==> config.mk <==
export PLATFORM = sky130hd
export DESIGN_NAME = uart_tx_framer
export DESIGN_NICKNAME = d
export VERILOG_FILES = /design/src/rtl/uart_tx_framer.sv
export SDC_FILE = /design/constraint.sdc
export NUM_CORES = 1
export LEC_CHECK = 0
export BUFFER_PORTS_ARGS = -buffer_cell sky130_fd_sc_hd__clkbuf_2
export CORE_MARGIN = 3
export CORE_UTILIZATION = 54
export DETAILED_ROUTE_END_ITERATION = 10
export PLACE_DENSITY = 0.77
export SKIP_CTS_REPAIR_TIMING = 1
export SYNTH_ARGS = -nofsm -noshare
export SYNTH_HDL_FRONTEND = slang
export SYNTH_SLANG_ARGS = --single-unit
==> constraint.sdc <==
create_clock -name clk -period 2.3 [get_ports clk]
set_clock_uncertainty 0.15 [all_clocks]
set_input_delay 0.46 -clock clk [delete_from_list [all_inputs] [get_ports clk]]
set_output_delay 0.46 -clock clk [all_outputs]
set_load 0.05 [all_outputs]
==> src/rtl/uart_tx_framer.sv <==
// uart_tx_framer: serializes one character per request into a start/data/parity/stop UART frame timed by an oversample tick
module uart_tx_framer #(
  parameter int DATA_BITS  = 8,
  parameter int OVERSAMPLE = 16,
  parameter int STOP_BITS  = 1,
  parameter int PARITY_EN  = 0,
  parameter int PARITY_ODD = 0
) (
  input  logic                 clk,
  input  logic                 rst,
  input  logic                 sampleTick,
  input  logic [DATA_BITS-1:0] txData,
  input  logic                 txLoad,
  output logic                 txReady,
  output logic                 serialOut,
  output logic                 charSent,
  output logic [3:0]           bitIndex
);
  localparam int TW = $clog2(OVERSAMPLE);
  typedef enum logic [2:0] {IDLE, START, DATA, PARITY, STOP} state_t;
  state_t               state;
  logic [TW-1:0]        tick_cnt;
  logic [DATA_BITS-1:0] shift;
  logic                 par;
  logic                 stop_cnt;
  logic                 bit_end;
  assign txReady = state == IDLE;
  assign bit_end = sampleTick && tick_cnt == TW'(OVERSAMPLE - 1);
  // frame sequencer: accept in IDLE, then advance one bit every OVERSAMPLE ticks
  always_ff @(posedge clk or negedge rst) begin
    if (!rst) begin
      state     <= IDLE;
      tick_cnt  <= '0;
      shift     <= '0;
      par       <= 1'b0;
      stop_cnt  <= 1'b0;
      bitIndex  <= '0;
      serialOut <= 1'b1;
      charSent  <= 1'b0;
    end else begin
      charSent <= 1'b0;
      if (state == IDLE) begin
        if (txLoad) begin
          shift     <= txData;
          par       <= (^txData) ^ (PARITY_ODD != 0);
          tick_cnt  <= '0;
          stop_cnt  <= 1'b0;
          bitIndex  <= '0;
          serialOut <= 1'b0;
          state     <= START;
        end
      end else if (sampleTick) begin
        tick_cnt <= tick_cnt + 1'b1;
        if (bit_end) begin
          case (state)
            START: begin
              state     <= DATA;
              serialOut <= shift[0];
            end
            DATA: begin
              if (bitIndex == 4'(DATA_BITS - 1)) begin
                bitIndex  <= '0;
                state     <= (PARITY_EN != 0) ? PARITY : STOP;
                serialOut <= (PARITY_EN != 0) ? par : 1'b1;
              end else begin
                shift     <= {1'b0, shift[DATA_BITS-1:1]};
                bitIndex  <= bitIndex + 1'b1;
                serialOut <= shift[1];
              end
            end
            PARITY: begin
              state     <= STOP;
              serialOut <= 1'b1;
            end
            STOP: begin
              if (stop_cnt == 1'(STOP_BITS - 1)) begin
                state    <= IDLE;
                charSent <= 1'b1;
              end else begin
                stop_cnt <= 1'b1;
              end
            end
            default: ;
          endcase
        end
      end
    end
  end
endmodule

Yosys cells after proc, flatten, opt, wreduce, memory -nomap -nowiden

Cells that the tools add are included.

Bits in registers: 22
Output and inout port bits: 7
Logic and storage cells: 70

Add/subtract/negate cells: 2
Eq/ne operators: 10
Multiplexer cells: 37
Reductions and logical operators: 14

Operators by type and width:

| operator                                       | count |
|---|---|
| 2-to-1 mux 8 bit                               | 6 |
| 2-to-1 mux 4 bit                               | 8 |
| 2-to-1 mux 3 bit                               | 6 |
| 2-to-1 mux 1 bit                               | 15 |
| case mux 3 bit (4 select lines)                | 1 |
| AND reduction 4 bit                            | 3 |
| adder 4 x 1 -> 4 bit (second input constant)   | 2 |
| nonzero test 2 bit                             | 4 |
| == test 3 x 2 -> 1 bit (second input constant) | 2 |
| inequality test 3 bit (second input constant)  | 2 |
| AND reduction 6 bit                            | 1 |
| AND reduction 5 bit                            | 1 |
| nonzero test 5 bit                             | 1 |
| == test 4 x 3 -> 1 bit (second input constant) | 1 |
| == test 4 bit (second input constant)          | 1 |
| inequality test 2 bit (second input constant)  | 2 |
| nonzero test 4 bit                             | 1 |
| == test 3 x 1 -> 1 bit (second input constant) | 1 |
| == test 3 bit (second input constant)          | 1 |
| zero test 3 bit                                | 1 |
| case mux 1 bit (3 select lines)                | 1 |
| AND reduction 2 bit                            | 1 |
| logical AND 1 bit                              | 1 |

Depth between registers and ports, before layout

Gate-level depths: netlist of run 1.

Depth in word-level cells: 6
Depth in mapped cells: 7
Depth with buffers taken out: 5

Worst setup path after synthesis of run 1

No wires, ideal clock.

Kind: reg-to-reg
From: register bitIndex[0]
To: register shift[0]
Library setup time: 136 ps
Data arrival time: 1680 ps
Data required time: 2014 ps
Slack: 334 ps
Cell stages (with the launch flop): 6
Path buffers: 0
Clock period less this slack: 1966 ps
Cell sequence: dfrtp_1 ha_1 nand3b_1 and4_1 a21oi_2 o21ai_0

Word-level cells in the longest chain between the ends: 3

RTL lines:

| what                                   | line | source |
|---|---|---|
| from (decl)                            | 17   | `output logic [3:0] bitIndex` |
| from (signal assigned)                 | 67   | `bitIndex <= bitIndex + 1'b1;` |
| == test 4 x 3 -> 1 bit                 | 61   | `if (bitIndex == 4'(DATA_BITS - 1)) begin` |
| inequality test 2 bit (no source line) | --   |  |
| AND reduction 5 bit (no source line)   | --   |  |
| to (signal assigned)                   | 44   | `shift <= txData;` |
| to (signal assigned)                   | 66   | `shift <= {1'b0, shift[DATA_BITS-1:1]};` |
| to (decl)                              | 23   | `logic [DATA_BITS-1:0] shift;` |

Every way passes these cells.
A chain may end at the register's enable or synchronous reset.

Worst setup path after layout of run 1

From: register state[2]
To: output port txReady

Word-level cells in the longest chain between the ends: 1

RTL lines:

| what                   | line | source |
|---|---|---|
| from (decl)            | 21   | `state_t state;` |
| from (signal assigned) | 63   | `state <= (PARITY_EN != 0) ? PARITY : STOP;` |
| zero test 3 bit        | 27   | `assign txReady = state == IDLE;` |
| to (decl)              | 14   | `output logic txReady,` |

Every way passes these cells.

==> results of run 1 <==
## layer usage
metal,global-route usage,vias to the layer above,share of wire
li1,-,449,-
met3,0.03725,2,0.039
met2,0.3220,19,0.47
met4,0.07860,0,0.0078
met5,0,-,0
met1,0.2370,430,0.48
## cell families after synthesis
group	Yosys count	share of synthesized area
DFF	21	0.4693
adders and majority gates	2	0.02229
and+or+nand+nor	39	0.1762
muxes	11	0.09811
AOI/OAI and AO/OA	29	0.1650
buffers and inverters	8	0.06130
xor gates and xnor gates	1	0.007805
## state kept, by name, indices dropped and copies added, names as in the netlist
signal	count
state	3
charSent	1
shift	8
tick_cnt	4
bitIndex	4
serialOut	1
## layout by cell type, fill, tap and decap left out, types with 3 or more instances in the layout
master	Yosys	final
sky130_fd_sc_hd__nand3_1	7	7
sky130_fd_sc_hd__buf_4	0	3
sky130_fd_sc_hd__o21ai_1	5	5
sky130_fd_sc_hd__mux2i_1	11	11
sky130_fd_sc_hd__dfrtp_1	20	20
sky130_fd_sc_hd__clkbuf_4	0	3
sky130_fd_sc_hd__nand4_1	3	3
sky130_fd_sc_hd__nor2_1	6	6
sky130_fd_sc_hd__nand2_1	11	11
sky130_fd_sc_hd__a31oi_1	4	4
sky130_fd_sc_hd__a21oi_1	3	3
sky130_fd_sc_hd__clkbuf_2	1	18
sky130_fd_sc_hd__o21ai_0	8	8
## power by group through the flow
stage	Clock [mW]	Combinational, mW	Sequential, mW
2_1_floorplan	0	0.231	0.471
3_3_place_gp	0	0.250	0.484
3_5_place_dp	0	0.257	0.487
4_1_cts	0.184	0.259	0.479
5_1_grt	0.198	0.292	0.491
6_report	0.179	0.262	0.482
## final timing paths
check,to
min reg2reg,shift[7]
max,txReady
max reg2reg,shift[0]
min in group asynchronous,charSent
min,shift[7]
max in group asynchronous,serialOut
## area by class of cell
| cell class | instances | area share |
|---|---|---|
| Inverter | 2 | 0.009990 |
| Sequential cell | 21 | 0.4206 |
| Timing Repair Buffer | 22 | 0.09790 |
| Clock inverter | 1 | 0.003996 |
| Multi-Input combinational cell | 82 | 0.4246 |
| Tap cell | 25 | 0.02498 |
| Clock buffer | 3 | 0.01798 |
## worst reg2reg max path, stage by stage, from the launching register on
cell	delay, ns
sky130_fd_sc_hd__dfrtp_1	0.43
sky130_fd_sc_hd__ha_1	0.24
sky130_fd_sc_hd__and4_1	0.25
sky130_fd_sc_hd__and4_1	0.23
sky130_fd_sc_hd__a21oi_2	0.32
sky130_fd_sc_hd__o21ai_0	0.16
## per-stage QoR
| step | setup TNS (ns) | power (mW) | instance area (sq um) |
|---|---|---|---|
| after floorplan | 0 | 0.7020 | 1122 |
| after global placement | 0 | 0.7341 | 1210 |
| after detailed placement | 0 | 0.7443 | 1210 |
| after CTS | -0.03020 | 0.9220 | 1237 |
| after global routing | 0 | 0.9812 | 1252 |
| final | 0 | 0.9231 | 1252 |
==> qor_table.md, run 1 <==
| Step | Item | This run |
|---|---|---|
| power | Power Density | 737.0 nW/um^2 |
| logic synthesis | Top-area cell type share of the netlist area | 0.4459 |
| route | Via density per instance | 5.769 |
| logic synthesis | Mapped cell area | 1122 sq um |
| sta | Final setup violation count | 0 |
| worst setup path | Data required, critical path | 1.69 ns |
| route | Final routed wirelength across all metal layers | 2193 microns |
| logic synthesis | Async set or reset register ratio after synthesis | 1.000 |
| cells and area | Area used by sequential logic in the layout | 526.8 sq um |
| worst setup path | Arrival time worst endpoint | 1.60 ns |
| grt | Largest net degree at the start of global routing | 22 |
| cts | H-tree levels | 1 |
| route | Via count | 900 |
| sta | Crit path setup slack, layout | 0.09459 ns |
| floorplan | Effective utilization at floorplan | 0.6102 |
| worst setup path | Slowest cell on crit path | sky130_fd_sc_hd__dfrtp_1 |
| job | Max-cap viol count | 0 |
| worst setup path | Stage delay of the slowest cell on the critical path | 0.48 ns |
| cts | CTS tree | built |
| power | Worst vdd rail ir drop | 374.6 uV |
| logic synthesis | Sequential element share of the synthesized area | 0.4693 |
| worst setup path | Gate family responsible for the most delay along the worst path | flip-flops |
| floorplan | Die Area | 2662 sq um |
| worst setup path | Cells along the critical path | or3_4 > clkinv_4 > clkbuf_2 |
| route | WL/cell | 14.06 microns |
| sta | Setup repair after global routing missed its margin | no |
| logic synthesis | Most used flip-flop cell after synthesis | sky130_fd_sc_hd__dfrtp_1 |
| worst setup path | Worst setup path startpoint | state[2] |
| cells and area | Final core occ | 0.6810 |
| cts | Master cell of the clock root buffer | sky130_fd_sc_hd__clkbuf_4 |
| cells and area | Antenna Cells | 0 |
| grt | Remaining Overflow, GRT | 0 |
| power | Logic pwr share | 0.284 |
| placed design | Estimated wirelength of the detail-placed design | 1564 microns |
| power | Switching Share | 0.3479 |
| placed design | Post-placement worst setup slack | 0.3226 ns |
| logic synthesis | Yosys warning total | 0 |
| floorplan | Vertical extent of the die | 51.59 microns |
| worst setup path | Worst r2r src | tick_cnt[0] |
| placed design | Port Buf Inserts | 18 |
| route | Number of remaining DRC errors | 0 |
| placed design | Post-Place Cells | 151 |
| grt | Vias in the first global route | 880 |
| worst setup path | Crit. path cell count | 3 |
| route | Antenna Nets Post-Route | 0 |
| floorplan | Core box area | 1839 sq um |
| power | Net switching power of the design | 0.3212 mW |
| route | Starting DRT DRC Count | 19 |
| logic synthesis | Most common library cells after synthesis | sky130_fd_sc_hd__dfrtp_1 (20), sky130_fd_sc_hd__mux2i_1 (11), sky130_fd_sc_hd__nand2_1 (11) |
| grt | Overall global routing resource usage | 0.1906 |
| sta | Fmax | 453.4 MHz |
| logic synthesis | Synthesized netlist cell count | 111 |
| power | Static Leakage | 0.5476 nW |
| placed design | Routability congestion estimate from global placement | 0.8680 |
| grt | Antenna violations before repair | 0 |
| min path | Worst hold path depth | 2 |
| cts | Worst-path clk slew | 0.12 ns |
| route | Pre-Repair DR Iteration Count | 4 |
| worst setup path | Depth of the most critical reg-to-reg path | 5 |
| sta | Final critical-path required period | 2.205 ns |
| power | Proportion of power drawn by the clock network | 0.194 |
| logic synthesis | Avg Cell Area, Syn | 10.11 sq um |
| logic synthesis | Synth unique cells | 36 |
| grt | Global-route wire length before repair | 3774 microns |
| sta | Count of final max-slew check failures | 0 |
| cells and area | Multi-input combinational cell area | 531.8 sq um |
| logic synthesis | #FFs+latches synth | 21 |
| cts | Clk_lat worst skew | 0.30 ns |
| worst setup path | Nature of the critical path startpoint | flip-flop |
| worst setup path | Buffers and inverters on the worst path | 2 |
| logic synthesis | Post-synth EDFFs | 0 |
| cells and area | Number of standard cells in the final layout excluding fillers | 156 |
| sta | Ratio of final minimum period to clock period | 0.9589 |
| cts | Maximum clock insertion buffer count | 2 |
| cells and area | Ratio of cells with drive above 1 in the final layout | 0.2443 |
| sta | Pin slew with the least headroom to its limit | 0.5322 ns |
| min path | Hold_sp | txData[7] |
| floorplan | Site row count | 15 |
| worst setup path | Reg-to-reg setup timing slack | 0.41 ns |
| cells and area | Number of inserted filler cells in the final layout | 165 |
| worst setup path | Biggest fanout along the worst timing path | 9 |
| worst setup path | Endpoint type of the worst setup path | primary output |
| cells and area | Nets | 146 |
| logic synthesis | Post-synth top area cell | sky130_fd_sc_hd__dfrtp_1 |
| sta | Worst slack on hold paths | 0.2524 ns |
| floorplan | Count of pins on the block boundary | 19 |
| sta | Final Hold Violating Endpoints | 0 |
| logic synthesis | Post-synth net total | 125 |
| cts | Count of clock tree sinks | 21 |
| power | Power Internal | 0.6019 mW |
| cts | Number of buffers created by CTS | 3 |
| power | Sequential fraction of design power | 0.522 |
| min path | Worst hold path class | input port to flip-flop |
| outcome | Run status | finished, final reports clean |
| floorplan | DIE WIDTH | 51.59 microns |
| cells and area | Area grow syn2layout | 11.59% |
| sta | Tightest slew margin relative to the limit | 0.6452 |
| worst setup path | Classification of the worst setup path | flip-flop to primary output |
| logic synthesis | Dominant cell by count in the synthesized netlist | sky130_fd_sc_hd__dfrtp_1 |
| logic synthesis | Ranking of synthesized cells by area | sky130_fd_sc_hd__dfrtp_1 (45%), sky130_fd_sc_hd__mux2i_1 (9.8%), sky130_fd_sc_hd__nand2_1 (3.7%), sky130_fd_sc_hd__o21ai_0 (3.6%), sky130_fd_sc_hd__nand3_1 (3.1%) |
Note: power is estimated with default switching activity, not from simulation.
==> run 2: changes to the inputs <==
--- a/config.mk
+++ b/config.mk
@@ -10,6 +10,7 @@
 export CORE_UTILIZATION = 54
 export DETAILED_ROUTE_END_ITERATION = 10
 export PLACE_DENSITY = 0.77
+export REMOVE_ABC_BUFFERS = 1
 export SKIP_CTS_REPAIR_TIMING = 1
 export SYNTH_ARGS = -nofsm -noshare
 export SYNTH_HDL_FRONTEND = slang
==> run 2 against run 1 <==
Compared with the run above: sequential cell count unchanged; clock power shrank 3%; worst hold slack worse by 0.0015 ns; die area did not move; clock-buffer cell count is 1 higher.
==> qor_table.md, run 2 (same netlist as run 1, synthesis figures left out) <==
| Step | Item | This run | Delta |
|---|---|---|---|
| cells and area | Flip-flop count of the largest register, all copies and words added | 8 | unchanged |
| route | Via count | 935 | +3.9% |
| floorplan | Count of pins on the block boundary | 19 | unchanged |
| cts | CTS tree | built |  |
| route | Number of remaining DRC errors | 0 | unchanged |
| cts | Maximum clock insertion buffer count | 2 | unchanged |
| route | Via density per instance | 5.955 | +3.2% |
| worst setup path | Nature of the critical path startpoint | flip-flop |  |
| worst setup path | Cells along the critical path | or3_1 > clkinv_4 > clkbuf_2 |  |
| power | Static Leakage | 0.5472 nW | about the same |
| placed design | Port Buf Inserts | 18 | unchanged |
| grt | Largest net degree at the start of global routing | 22 | unchanged |
| grt | Overall global routing resource usage | 0.1989 | +0.008331 |
| cells and area | Leading cell types in the layout, fill and taps excluded | sky130_fd_sc_hd__dfrtp_1 (20), sky130_fd_sc_hd__clkbuf_2 (18), sky130_fd_sc_hd__nand2_1 (11), sky130_fd_sc_hd__mux2i_1 (11), sky130_fd_sc_hd__o21ai_0 (8) |  |
| cts | Clk_lat worst skew | 0.30 ns | about the same |
| cells and area | Number of inserted filler cells in the final layout | 166 | +0.61% |
| sta | Pin slew with the least headroom to its limit | 0.5215 ns | -0.01069 ns |
| sta | Count of final max-slew check failures | 0 | unchanged |
| route | Pre-Repair DR Iteration Count | 4 | unchanged |
| floorplan | Site row count | 15 | unchanged |
| placed design | Estimated wirelength of the detail-placed design | 1717 microns | +9.8% |
| route | WL/cell | 14.83 microns | +5.5% |
| worst setup path | Data required, critical path | 1.69 ns | about the same |
| floorplan | Core box area | 1839 sq um | unchanged |
| grt | Vias in the first global route | 852 | -3.2% |
| power | Power Density | 739.9 nW/um^2 | +0.39% |
| route | Starting DRT DRC Count | 20 | +1 |
| cells and area | Antenna Cells | 0 | unchanged |
| sta | Final Hold Violating Endpoints | 0 | unchanged |
| sta | Setup repair after global routing missed its margin | no |  |
| worst setup path | Stage delay of the slowest cell on the critical path | 0.48 ns | about the same |
| worst setup path | Reg-to-reg setup timing slack | 0.43 ns | +0.02 ns |
| grt | Remaining Overflow, GRT | 0 | unchanged |
| worst setup path | Slowest cell on crit path | sky130_fd_sc_hd__dfrtp_1 |  |
| cts | Number of buffers created by CTS | 3 | unchanged |
| grt | Antenna violations before repair | 0 | unchanged |
| cts | Master cell of the clock root buffer | sky130_fd_sc_hd__clkbuf_4 |  |
| cts | H-tree levels | 1 | unchanged |
| route | Final routed wirelength across all metal layers | 2328 microns | +6.2% |
| sta | TNS Setup | 0 ns | unchanged |
| cells and area | Most common library cell in the layout ignoring fill and taps | sky130_fd_sc_hd__dfrtp_1 |  |
| worst setup path | Endpoint type of the worst setup path | primary output |  |
| cells and area | Area grow syn2layout | 11.71% | about the same |
| floorplan | Die Area | 2662 sq um | unchanged |
| floorplan | DIE WIDTH | 51.59 microns | unchanged |
| power | Worst vdd rail ir drop | 602.5 uV | +61% |
| worst setup path | Biggest fanout along the worst timing path | 9 | unchanged |
| outcome | Run status | finished, final reports clean |  |
| job | Max-cap viol count | 0 | unchanged |
| cts | Count of clock tree sinks | 21 | unchanged |
| cells and area | Biggest register | shift |  |
| cts | Worst-path clk slew | 0.11 ns | about the same |
| sta | Fmax | 456.1 MHz | +0.60% |
| power | Post-route total power | 0.9277 mW | +0.49% |
| worst setup path | Arrival time worst endpoint | 1.58 ns | -0.02 ns |
| grt | Global-route wire length before repair | 3953 microns | +4.7% |
| route | Antenna Nets Post-Route | 0 | unchanged |
| cells and area | Registers with the most flip-flops | shift (8), bitIndex (4), tick_cnt (4) |  |
| sta | Tightest slew margin relative to the limit | 0.6523 | +0.007126 |
| cells and area | Nets | 147 | +0.68% |
| floorplan | Effective utilization at floorplan | 0.6102 | unchanged |
| sta | Final critical-path required period | 2.192 ns | -0.01306 ns |
| worst setup path | Classification of the worst setup path | flip-flop to primary output |  |
| sta | Ratio of final minimum period to clock period | 0.9532 | -0.005679 |
| sta | Final setup violation count | 0 | unchanged |
| min path | Worst hold path class | input port to flip-flop |  |
| cells and area | Ratio of cells with drive above 1 in the final layout | 0.2348 | -0.009426 |
| placed design | Routability congestion estimate from global placement | 0.8789 | +1.3% |
| floorplan | Vertical extent of the die | 51.59 microns | unchanged |
[run 2: worst max-delay path, delay by kind of cell, from the launching register on]
family                 cells  cell delay, ns
flip-flops                 1            0.48
AND/OR/NAND/NOR            1            0.41
buffers and inverters      2            0.39
[run 2: final timing paths]
path	startpoint	endpoint	cells past startpoint
max	state[2]	txReady	3
min	txData[7]	shift[7]	2
max reg2reg	tick_cnt[0]	shift[0]	5
min reg2reg	shift[7]	shift[7]	1
max in group asynchronous	rst	serialOut	2
min in group asynchronous	rst	state[1]	2
[run 2: power breakdown]
part	internal [mW]	switching (mW)	leakage (nW)
Sequential	0.425	0.0613	0.269
Clock	0.0676	0.106	0.0150
Combinational	0.114	0.154	0.263
[run 2: stage by stage]
stage               setup WS [ns]  area, sq um  hold slack, ns  utilization  instances
finish                     0.1077         1254          0.2509       0.6816        157
floorplan                  0.3339         1066         0.01441            -        105
global route              0.03315         1254          0.2462       0.6816        157
CTS                       0.09292         1244        -0.03698       0.6762        156
detailed placement         0.4331         1217          0.3067       0.6619        152
global placement           0.4612         1217          0.3052       0.6619        152
[run 2: final cells by class]
type                            instances  area, sq um  area share
Inverter                                2        12.51    0.009980
Sequential cell                        21        526.8      0.4202
Multi-Input combinational cell         82        526.8      0.4202
Timing Repair Buffer                   23        130.1      0.1038
Clock buffer                            4        26.28     0.02096
Tap cell                               25        31.28     0.02495
[run 2: metal layers]
layer | track usage | routed length [microns]
met1 | 0.2831 | 1096
met2 | 0.2987 | 1080
met3 | 0.03152 | 135
met4 | 0.08734 | 15
met5 | 0 | 0
==> run 3: changes to the inputs <==
==> config.mk (replaced) <==
export PLATFORM = sky130hd
export DESIGN_NAME = uart_tx_framer
export DESIGN_NICKNAME = d
export VERILOG_FILES = /design/src/rtl/uart_tx_framer.sv
export SDC_FILE = /design/constraint.sdc
export NUM_CORES = 1
export LEC_CHECK = 0
export CORE_MARGIN = 3
export CORE_UTILIZATION = 60
export DETAILED_ROUTE_END_ITERATION = 10
export DONT_BUFFER_PORTS = 1
export PLACE_DENSITY = 0.87
export REMOVE_ABC_BUFFERS = 1
export SETUP_SLACK_MARGIN = 0.4
export SKIP_CTS_REPAIR_TIMING = 1
export SYNTH_ARGS = -nofsm -noshare
export SYNTH_HDL_FRONTEND = slang
export SYNTH_SLANG_ARGS = --single-unit
==> run 3 against run 2 <==
Compared with the run above: clock-buffer cell count fell by 1; critical path depth shrank 1; sequential power rose by 4.7%; combinational power rose by 1%; sequential cell count stayed put; via count rose by 0.32%; sequential share of layout area is 0.17 points higher; clock power is essentially flat; global-route usage down 1.1 points; critical endpoint unchanged.
==> qor_table.md, run 3 (same netlist as run 1, synthesis figures left out) <==
| Step | Item | This run | Delta |
|---|---|---|---|
| sta | Worst slack on hold paths | 0.1760 ns | -0.07492 ns |
| cts | Count of clock tree sinks | 21 | unchanged |
| route | Via density per instance | 6.295 | +5.7% |
| route | Via count | 938 | +0.32% |
| sta | Count of final max-slew check failures | 0 | unchanged |
| route | Starting DRT DRC Count | 18 | -10% |
| power | Worst vdd rail ir drop | 444.4 uV | -26% |
| floorplan | Site row count | 15 | unchanged |
| cts | Master cell of the clock root buffer | sky130_fd_sc_hd__clkbuf_4 |  |
| worst setup path | Nature of the critical path startpoint | flip-flop |  |
| grt | Vias in the first global route | 776 | -8.9% |
| cts | CTS tree | built |  |
| cells and area | Antenna Cells | 0 | unchanged |
| cells and area | Ratio of cells with drive above 1 in the final layout | 0.2258 | -0.009042 |
| cells and area | Number of inserted filler cells in the final layout | 119 | -28% |
| sta | Setup repair after global routing missed its margin | yes |  |
| cts | H-tree levels | 1 | unchanged |
| floorplan | Count of pins on the block boundary | 19 | unchanged |
| grt | Antenna violations before repair | 0 | unchanged |
| route | Pre-Repair DR Iteration Count | 4 | unchanged |
| cells and area | Registers with the most flip-flops | shift (8), bitIndex (4), tick_cnt (4) |  |
| route | WL/cell | 16.32 microns | +10% |
| route | Number of remaining DRC errors | 0 | unchanged |
| cells and area | Nets | 139 | -5.4% |
| power | Power Density | 759.9 nW/um^2 | +2.7% |
| sta | Final Hold Violating Endpoints | 0 | unchanged |
| grt | Remaining Overflow, GRT | 0 | unchanged |
| min path | Worst hold path class | input port to flip-flop |  |
| grt | Global-route wire length before repair | 3546 microns | -10% |
| cells and area | Leading cell types in the layout, fill and taps excluded | sky130_fd_sc_hd__dfrtp_1 (17), sky130_fd_sc_hd__buf_4 (13), sky130_fd_sc_hd__nand2_1 (11), sky130_fd_sc_hd__mux2i_1 (11), sky130_fd_sc_hd__o21ai_0 (8) |  |
| worst setup path | Classification of the worst setup path | flip-flop to primary output |  |
| grt | Overall global routing resource usage | 0.1875 | -0.01140 |
| floorplan | Core box area | 1745 sq um | -5.1% |
| cts | Maximum clock insertion buffer count | 2 | unchanged |
| placed design | Estimated wirelength of the detail-placed design | 1583 microns | -7.8% |
| sta | Final critical-path required period | 1.973 ns | -0.2196 ns |
| power | Static Leakage | 0.5255 nW | -4.0% |
| sta | Ratio of final minimum period to clock period | 0.8577 | -0.09547 |
| floorplan | DIE WIDTH | 49.25 microns | -4.5% |
| route | Final routed wirelength across all metal layers | 2432 microns | +4.5% |
| worst setup path | Biggest fanout along the worst timing path | 7 | -2 |
| worst setup path | Arrival time worst endpoint | 1.36 ns | -0.22 ns |
| sta | Pin slew with the least headroom to its limit | 0.8848 ns | +0.3633 ns |
| route | Antenna Nets Post-Route | 0 | unchanged |
| cells and area | Flip-flop count of the largest register, all copies and words added | 8 | unchanged |
| grt | Largest net degree at the start of global routing | 22 | unchanged |
| job | Max-cap viol count | 0 | unchanged |
| cts | Clk_lat worst skew | 0.30 ns | about the same |
| sta | Tightest slew margin relative to the limit | 0.4082 | -0.2442 |
| placed design | Port Buf Inserts | 0 | -18 |
| cells and area | Area grow syn2layout | 12.04% |  |
| floorplan | Vertical extent of the die | 49.25 microns | -4.5% |
| cells and area | Most common library cell in the layout ignoring fill and taps | sky130_fd_sc_hd__dfrtp_1 |  |
| outcome | Run status | finished, final reports clean |  |
| sta | Fmax | 506.9 MHz | +11% |
| sta | Final setup violation count | 0 | unchanged |
| sta | TNS Setup | 0 ns | unchanged |
| cts | Worst-path clk slew | 0.12 ns | about the same |
| floorplan | Die Area | 2426 sq um | -8.9% |
| cts | Number of buffers created by CTS | 3 | unchanged |
| placed design | Routability congestion estimate from global placement | 0.8011 | -8.9% |
| floorplan | Effective utilization at floorplan | 0.6430 | +0.03281 |
| cells and area | Biggest register | shift |  |
| worst setup path | Endpoint type of the worst setup path | primary output |  |
| worst setup path | Data required, critical path | 1.69 ns | about the same |
-- run 3: critical path: stages (launching register included) --
cell and delay (ns):
sky130_fd_sc_hd__dfrtp_2 0.47, sky130_fd_sc_hd__or3_4 0.46, sky130_fd_sc_hd__clkinv_8 0.13
-- run 3: power breakdown --
part | switching (mW) | internal [mW]
clock | 0.110 | 0.0648
combinational | 0.145 | 0.128
sequential | 0.0804 | 0.428
total | 0.335 | 0.621
-- run 3: per-layer routing --
layer | global-route usage | wire length [microns] | vias to the layer above
met1 | 0.2441 | 1019 | 461
met4 | 0.06635 | 60 | 0
met5 | 0 | 0 | -
met3 | 0.04281 | 108 | 8
met2 | 0.3036 | 1244 | 37
li1 | - | - | 432
-- run 3: path summary, 6_finish.rpt --
path	startpoint	to	slack [ns]	cells past startpoint
worst max register to register	tick_cnt[0]	shift[0]	0.43	5
min in group asynchronous	rst	tick_cnt[3]	0.56	1
max in group asynchronous	rst	state[1]	0.84	1
worst min-delay path	txData[7]	shift[7]	0.18	1
worst min register to register	shift[4]	shift[4]	0.38	2
worst max-delay path	state[0]	txReady	0.33	2
-- run 3: cell type report --
class / instances / area, sq um / area share
Timing Repair inverter: 1 / 8.758 / 0.006965
Clock inverter: 1 / 5.005 / 0.003980
Sequential cell: 21 / 530.5 / 0.4219
Multi-Input combinational cell: 82 / 531.8 / 0.4229
Tap cell: 25 / 31.28 / 0.02488
Inverter: 2 / 20.02 / 0.01592
Timing Repair Buffer: 14 / 107.6 / 0.08557
Clock buffer: 3 / 22.52 / 0.01791
-- run 3: stage by stage --
stage / std cells / cell area (sq um) / utilization / setup slack [ns] / total power, mW
6_report: 149 / 1257 / 0.7204 / 0.3272 / 0.9555
5_1_grt: 149 / 1257 / 0.7204 / 0.2782 / 1.024
4_1_cts: 138 / 1155 / 0.6616 / 0.07052 / 0.8782
3_5_place_dp: 134 / 1127 / 0.6459 / 0.2924 / 0.7072
3_3_place_gp: 134 / 1127 / 0.6459 / 0.3836 / 0.6951
2_1_floorplan: 105 / 1066 / - / 0.3339 / 0.6577
